===== src/rtl/encoder_position.sv =====
// Bounded up/down position counter fed by encoder step pulses, with a sequential double-dabble BCD converter.
// Optional step acceleration is compiled in when ENCODER_ACCEL_EN is defined.
module encoder_position #(
  parameter int WIDTH        = 8,
  parameter int MIN_VAL      = 0,
  parameter int MAX_VAL      = 99,
  parameter int RESET_VAL    = 0,
  parameter int WRAP         = 1,
  parameter int DIGITS       = 3,
  parameter int ACCEL_WINDOW = 20
) (
  input  logic                  i_Clk,
  input  logic                  i_Rst_n,
  input  logic                  i_Left,
  input  logic                  i_Right,
  input  logic                  i_Load,
  input  logic [WIDTH-1:0]      i_Load_Val,
  output logic [WIDTH-1:0]      o_Value,
  output logic                  o_Changed,
  output logic [4*DIGITS-1:0]   o_Bcd,
  output logic                  o_Bcd_Valid,
  output logic                  o_Busy
);

  localparam int BCD_W = 4 * DIGITS;
  localparam int CNT_W = $clog2(WIDTH + 1);

  localparam logic [WIDTH:0]     MIN_W    = (WIDTH + 1)'(MIN_VAL);
  localparam logic [WIDTH:0]     MAX_W    = (WIDTH + 1)'(MAX_VAL);
  localparam logic [WIDTH:0]     MAXP1_W  = (WIDTH + 1)'(MAX_VAL + 1);
  localparam logic [WIDTH:0]     RST_W    = (WIDTH + 1)'(RESET_VAL);
  localparam logic [WIDTH:0]     ONE_W    = (WIDTH + 1)'(1);
  localparam logic [CNT_W-1:0]   LAST_CNT = CNT_W'(WIDTH - 1);

  if (MAX_VAL >= 10 ** DIGITS) begin : g_digits_chk
    $fatal(1, "encoder_position: MAX_VAL does not fit in DIGITS BCD digits");
  end
  if (MIN_VAL > RESET_VAL || RESET_VAL > MAX_VAL || ACCEL_WINDOW < 1) begin : g_range_chk
    $fatal(1, "encoder_position: inconsistent MIN_VAL/RESET_VAL/MAX_VAL/ACCEL_WINDOW");
  end

  typedef enum logic [1:0] {
    S_IDLE  = 2'd0,
    S_SHIFT = 2'd1,
    S_DONE  = 2'd2
  } state_t;

  logic [WIDTH-1:0] value_q, value_d;
  logic             changed_q, changed_d;
  logic [WIDTH:0]   step_w;
  logic [WIDTH:0]   cur_w, load_w, up_w, wrap_w;

  state_t           state_q, state_d;
  logic             pending_q, pending_d;
  logic [WIDTH-1:0] sr_q, sr_d;
  logic [BCD_W-1:0] scr_q, scr_d, adj;
  logic [CNT_W-1:0] cnt_q, cnt_d;
  logic [BCD_W-1:0] bcd_q, bcd_d;
  logic             vld_q, vld_d;
  logic             busy_q, busy_d;

`ifdef ENCODER_ACCEL_EN
  localparam int               TMR_W   = $clog2(ACCEL_WINDOW + 2);
  localparam logic [TMR_W-1:0] TMR_SAT = TMR_W'(ACCEL_WINDOW + 1);
  localparam logic [TMR_W-1:0] TMR_WIN = TMR_W'(ACCEL_WINDOW);
  localparam logic [TMR_W-1:0] TMR_ONE = TMR_W'(1);
  localparam logic [WIDTH:0]   FOUR_W  = (WIDTH + 1)'(4);

  logic [TMR_W-1:0] tmr_q, tmr_d;
  logic             dir_q, dir_d;

  // tmr_q holds clocks since the last accepted step; starts saturated so the first step is 1
  always_comb begin
    tmr_d  = (tmr_q == TMR_SAT) ? tmr_q : tmr_q + 1'b1;
    dir_d  = dir_q;
    step_w = ONE_W;
    if (!i_Load && (i_Left ^ i_Right)) begin
      if ((i_Right == dir_q) && (tmr_q <= TMR_WIN)) begin
        step_w = FOUR_W;
      end
      tmr_d = TMR_ONE;
      dir_d = i_Right;
    end
  end

  always_ff @(posedge i_Clk or negedge i_Rst_n) begin
    if (!i_Rst_n) begin
      tmr_q <= TMR_SAT;
      dir_q <= 1'b0;
    end else begin
      tmr_q <= tmr_d;
      dir_q <= dir_d;
    end
  end
`else
  assign step_w = ONE_W;
`endif

  // Position update; one spare bit keeps limit checks free of binary wrap
  always_comb begin
    value_d = value_q;
    cur_w   = {1'b0, value_q};
    load_w  = {1'b0, i_Load_Val};
    up_w    = cur_w + step_w;
    wrap_w  = '0;
    if (i_Load) begin
      if (load_w < MIN_W) begin
        value_d = MIN_W[WIDTH-1:0];
      end else if (load_w > MAX_W) begin
        value_d = MAX_W[WIDTH-1:0];
      end else begin
        value_d = i_Load_Val;
      end
    end else if (i_Right && !i_Left) begin
      if (up_w > MAX_W) begin
        wrap_w  = up_w - MAXP1_W + MIN_W;
        value_d = (WRAP != 0) ? wrap_w[WIDTH-1:0] : MAX_W[WIDTH-1:0];
      end else begin
        value_d = up_w[WIDTH-1:0];
      end
    end else if (i_Left && !i_Right) begin
      if (cur_w < MIN_W + step_w) begin
        wrap_w  = MAXP1_W - (MIN_W + step_w - cur_w);
        value_d = (WRAP != 0) ? wrap_w[WIDTH-1:0] : MIN_W[WIDTH-1:0];
      end else begin
        wrap_w  = cur_w - step_w;
        value_d = wrap_w[WIDTH-1:0];
      end
    end
    changed_d = (value_d != value_q);
  end

  // Conversion FSM: a change during a conversion is remembered in pending_q
  always_comb begin
    state_d   = state_q;
    pending_d = pending_q | changed_d;
    sr_d      = sr_q;
    scr_d     = scr_q;
    cnt_d     = cnt_q;
    bcd_d     = bcd_q;
    vld_d     = 1'b0;
    busy_d    = busy_q;

    adj = scr_q;
    for (int i = 0; i < DIGITS; i++) begin
      if (scr_q[4*i +: 4] >= 4'd5) begin
        adj[4*i +: 4] = scr_q[4*i +: 4] + 4'd3;
      end
    end

    case (state_q)
      S_IDLE: begin
        if (pending_q) begin
          sr_d      = value_q;
          scr_d     = '0;
          cnt_d     = '0;
          pending_d = changed_d;
          busy_d    = 1'b1;
          state_d   = S_SHIFT;
        end
      end
      S_SHIFT: begin
        {scr_d, sr_d} = {adj[BCD_W-2:0], sr_q, 1'b0};
        cnt_d         = cnt_q + 1'b1;
        if (cnt_q == LAST_CNT) begin
          state_d = S_DONE;
        end
      end
      S_DONE: begin
        bcd_d   = scr_q;
        vld_d   = 1'b1;
        busy_d  = 1'b0;
        state_d = S_IDLE;
      end
      default: begin
        state_d = S_IDLE;
      end
    endcase
  end

  always_ff @(posedge i_Clk or negedge i_Rst_n) begin
    if (!i_Rst_n) begin
      value_q   <= RST_W[WIDTH-1:0];
      changed_q <= 1'b0;
      state_q   <= S_IDLE;
      pending_q <= 1'b1;
      sr_q      <= '0;
      scr_q     <= '0;
      cnt_q     <= '0;
      bcd_q     <= '0;
      vld_q     <= 1'b0;
      busy_q    <= 1'b0;
    end else begin
      value_q   <= value_d;
      changed_q <= changed_d;
      state_q   <= state_d;
      pending_q <= pending_d;
      sr_q      <= sr_d;
      scr_q     <= scr_d;
      cnt_q     <= cnt_d;
      bcd_q     <= bcd_d;
      vld_q     <= vld_d;
      busy_q    <= busy_d;
    end
  end

  assign o_Value     = value_q;
  assign o_Changed   = changed_q;
  assign o_Bcd       = bcd_q;
  assign o_Bcd_Valid = vld_q;
  assign o_Busy      = busy_q;

endmodule

===== config.mk =====
export PLATFORM = sky130hd
export DESIGN_NAME = encoder_position
export DESIGN_NICKNAME = d
export VERILOG_FILES = /design/src/rtl/encoder_position.sv
export SDC_FILE = /design/constraint.sdc
export NUM_CORES = 1
export LEC_CHECK = 0
export CAP_MARGIN = 40
export CORE_ASPECT_RATIO = 1.5
export CORE_UTILIZATION = 56
export CTS_CLUSTER_SIZE = 30
export DETAILED_ROUTE_END_ITERATION = 7
export GPL_TIMING_DRIVEN = 0
export PLACE_DENSITY = 0.8
export SYNTH_ARGS = -nofsm -noshare
export SYNTH_HDL_FRONTEND = slang
export SYNTH_SLANG_ARGS = --single-unit

===== constraint.sdc =====
create_clock -name i_Clk -period 3 [get_ports i_Clk]
set_input_delay 0.45 -clock i_Clk [delete_from_list [all_inputs] [get_ports i_Clk]]
set_output_delay 0.45 -clock i_Clk [all_outputs]
set_load 0.02 [all_outputs]

==> metrics <==
vias per inst 5.97; worst slew pin tran 0.528 ns; most common flop cell mapped by yosys dfrtp_1; Overall Power 2.11 mW; WS Path Type register to register; Leakage Power 1.54 nW; Post-synth EDFFs 0; Rows 32; synth top area cells dfrtp_1 40%, nand2_1 5.3%, ha_1 4.8%; tightest hold margin 0.0328 ns; CP bufs+invs 1; #FFs+latches synth 50; CP top delay family compound AO/OA/AOI/OAI gates; post-DP HPWL 5460 µm; Synth warnings 0; fill count 452; Comb pwr share 36.7%; CP max stage cell dfrtp_1; CTS Buffer Depth 2; top-count cell post-synth dfrtp_1; Hold WC Path Type input pin to async pin; RSZ-0062 raised after global routing false; Net Sw Frac 35.4%; die width 62.7 µm; Pwr per Cell Area 582 nW/µm²; All-Layer GR Usage 27.2%; Post-CTS Setup Bufs 0; Clock Skews 0.0104 ns; # DRC 0; Syn Inst Count 348; nets@finish 413; die area 5840 µm²; grt total ovfl 0; FF/Latch Area 1250 µm²; fin crit period 2.72 ns; Max VDD drop 0.000281 V; global-route wire length before repair 12400 µm; Fin Setup TNS 0 ns; CP required 3.18 ns; Reg clk slew, reported paths 0.09 ns; Int Pwr 1.36 mW; Initial DRC Count 183; fin crit share 90.6%; Netlist cell types 55; DR WL/cell 15.9 µm; CTS tree built; Place WS 0.325 ns; Avg Cell Area, Syn 8.90 µm²; relative slew slack 64.8%; area leader, netlist dfrtp_1; routability congestion estimate from global placement 0.904; hold_buf cts 0; number of CTS-inserted buffers 5; Worst Path Arrival 2.90 ns; Core Region 5250 µm²; CTS Root Cell clkbuf_8; Net Switching 0.747 mW; # resized after CTS 0; Hold Violations, Final 0; status finished clean; Post-DRT Antenna Nets 0; antenna cells 0; routed via count 2727; type of origin of the critical path register; Clk network pwr share 22.7%; Max Cap Viol 0; Highest Clock Rate 0.368 GHz; Layout area overhead 17.1%; Sink Count 50; crit-path cells clkbuf_1 -> xor2_1 -> ha_1 -> and2_0 -> a32oi_4 -> a211o_2 -> a32o_2 -> xnor2_2 -> nand3_1; PortBufs 32; area of the multi-input gates 1690 µm²; Worst path max stage delay 0.50 ns; Die Height 93.1 µm; clk_lat worst skew 0.31 ns; IO Pins 36; # setup viols final 0; Final Slew Violations 0; share of cells above drive strength 1 10.0%; DRT Wirelength 7260 µm; DR pass1 iterations 4; H-tree depth 2; Commonest cells post-synth 49 x dfrtp_1, 44 x nand2_1, 29 x nor2_1, 29 x o21ai_0, 19 x a21oi_1; Mapped Nets 373; critical path capture point type register; Synth Cell Area 3100 µm²; fin worst setup slack 0.281 ns; vias in the first global route 2722; part of the power in registers 40.6%; Post-synth ARST share 100%; starting density of the core 59.0%; crit path max fanout 10; largest net degree at the start of global routing 39; area share of the largest cell type after synthesis 39.6%; initial antenna violation count 0; Seq/Total Area, Yosys 40.4%; Final Util 69.2%
[metal layers]
layer	global-route usage, %	vias up	part of all wire [%]
met5	0	-	0
met1	28.2	1295	38
li1	-	1317	-
met3	3.90	24	3.1
met2	51.3	91	54
met4	15.7	0	4.4
[logic make-up (layout without fill, tap and decap cells)]
group           count (synthesis)  count (layout)  synth area share, %
compound gates                 87              87                 19.0
flops                          50              50                 40.4
xor+xnor                       18              18                 5.33
simple gates                  137             137                 21.8
mux                            10              10                 3.52
fa+ha+maj                      12              12                 4.85
buf+inv                        34              75                 5.13
[path summary, 6_finish.rpt]
kind / from / to / slack [ns] / cells after the start
min in group i_Clk: cnt_q[3] / state_q[1] / 0.47 / 1
max reg2reg: o_Value[3] / o_Changed / 0.28 / 9
max: o_Value[3] / o_Changed / 0.28 / 9
max in group asynchronous: i_Rst_n / pending_q / 2.40 / 2
min: i_Rst_n / o_Bcd[1] / 0.03 / 1
min reg2reg: cnt_q[3] / state_q[1] / 0.47 / 1
[power by group through the flow]
| stage | clock, mW | combinational, mW | sequential [mW] |
|---|---|---|---|
| after detailed placement | 0 | 0.767 | 0.870 |
| after floorplan | 0 | 0.450 | 0.920 |
| after global placement | 0 | 0.737 | 0.863 |
| after CTS | 0.484 | 0.771 | 0.856 |
| final | 0.478 | 0.775 | 0.857 |
| after global routing | 0.513 | 0.840 | 0.872 |
[metrics by stage]
step / std cells / area, µm²
floorplan: 348 / 3100
global placement: 448 / 3500
detailed placement: 449 / 3520
CTS: 457 / 3630
global route: 457 / 3630
finish: 457 / 3630
[sequential cells by signal, summed over array words and instances, names as in the netlist]
| register | flops |
|---|---|
| scr_q | 12 |
| state_q | 2 |
| o_Changed | 1 |
| pending_q | 1 |
| o_Bcd | 12 |
| cnt_q | 4 |
| o_Busy | 1 |
| o_Value | 8 |
| o_Bcd_Valid | 1 |
| sr_q | 8 |
[cell usage in the layout, fill, tap and decap left out, types with 2 or more instances in the layout]
| cell | n |
|---|---|
| a22oi_1 | 6 |
| nor2_1 | 29 |
| ha_1 | 12 |
| nand3_1 | 18 |
| mux2i_1 | 3 |
| o32ai_1 | 2 |
| or2_2 | 2 |
| buf_4 | 6 |
| xnor2_1 | 10 |
| and2_1 | 2 |
| clkdlybuf4s50_1 | 31 |
| buf_2 | 2 |
| dfrtp_1 | 49 |
| clkbuf_1 | 16 |
| xor2_1 | 7 |
| o21ai_0 | 29 |
| clkbuf_8 | 5 |
| and3_1 | 2 |
| o211ai_1 | 4 |
| inv_1 | 11 |
| o22a_1 | 3 |
| a21oi_1 | 19 |
| nand2b_1 | 8 |
| nor2b_1 | 4 |
| nand2_1 | 44 |
| o31ai_1 | 8 |
| or3_1 | 2 |
| nor3_1 | 7 |
| nand4_1 | 7 |
| a31oi_1 | 3 |
| a32o_1 | 3 |
| mux2_2 | 7 |
[layout make-up]
type                            instances  share of cell area (%)
Inverter                               11                    1.14
Sequential cell                        50                    34.5
Timing Repair Buffer                   33                    9.24
Clock inverter                          2                    1.03
Tap cell                               68                    2.35
Buffer                                 23                    3.24
Multi-Input combinational cell        264                    46.5
Clock buffer                            6                    2.00
No activity file was read; power rests on OpenSTA's default activity.
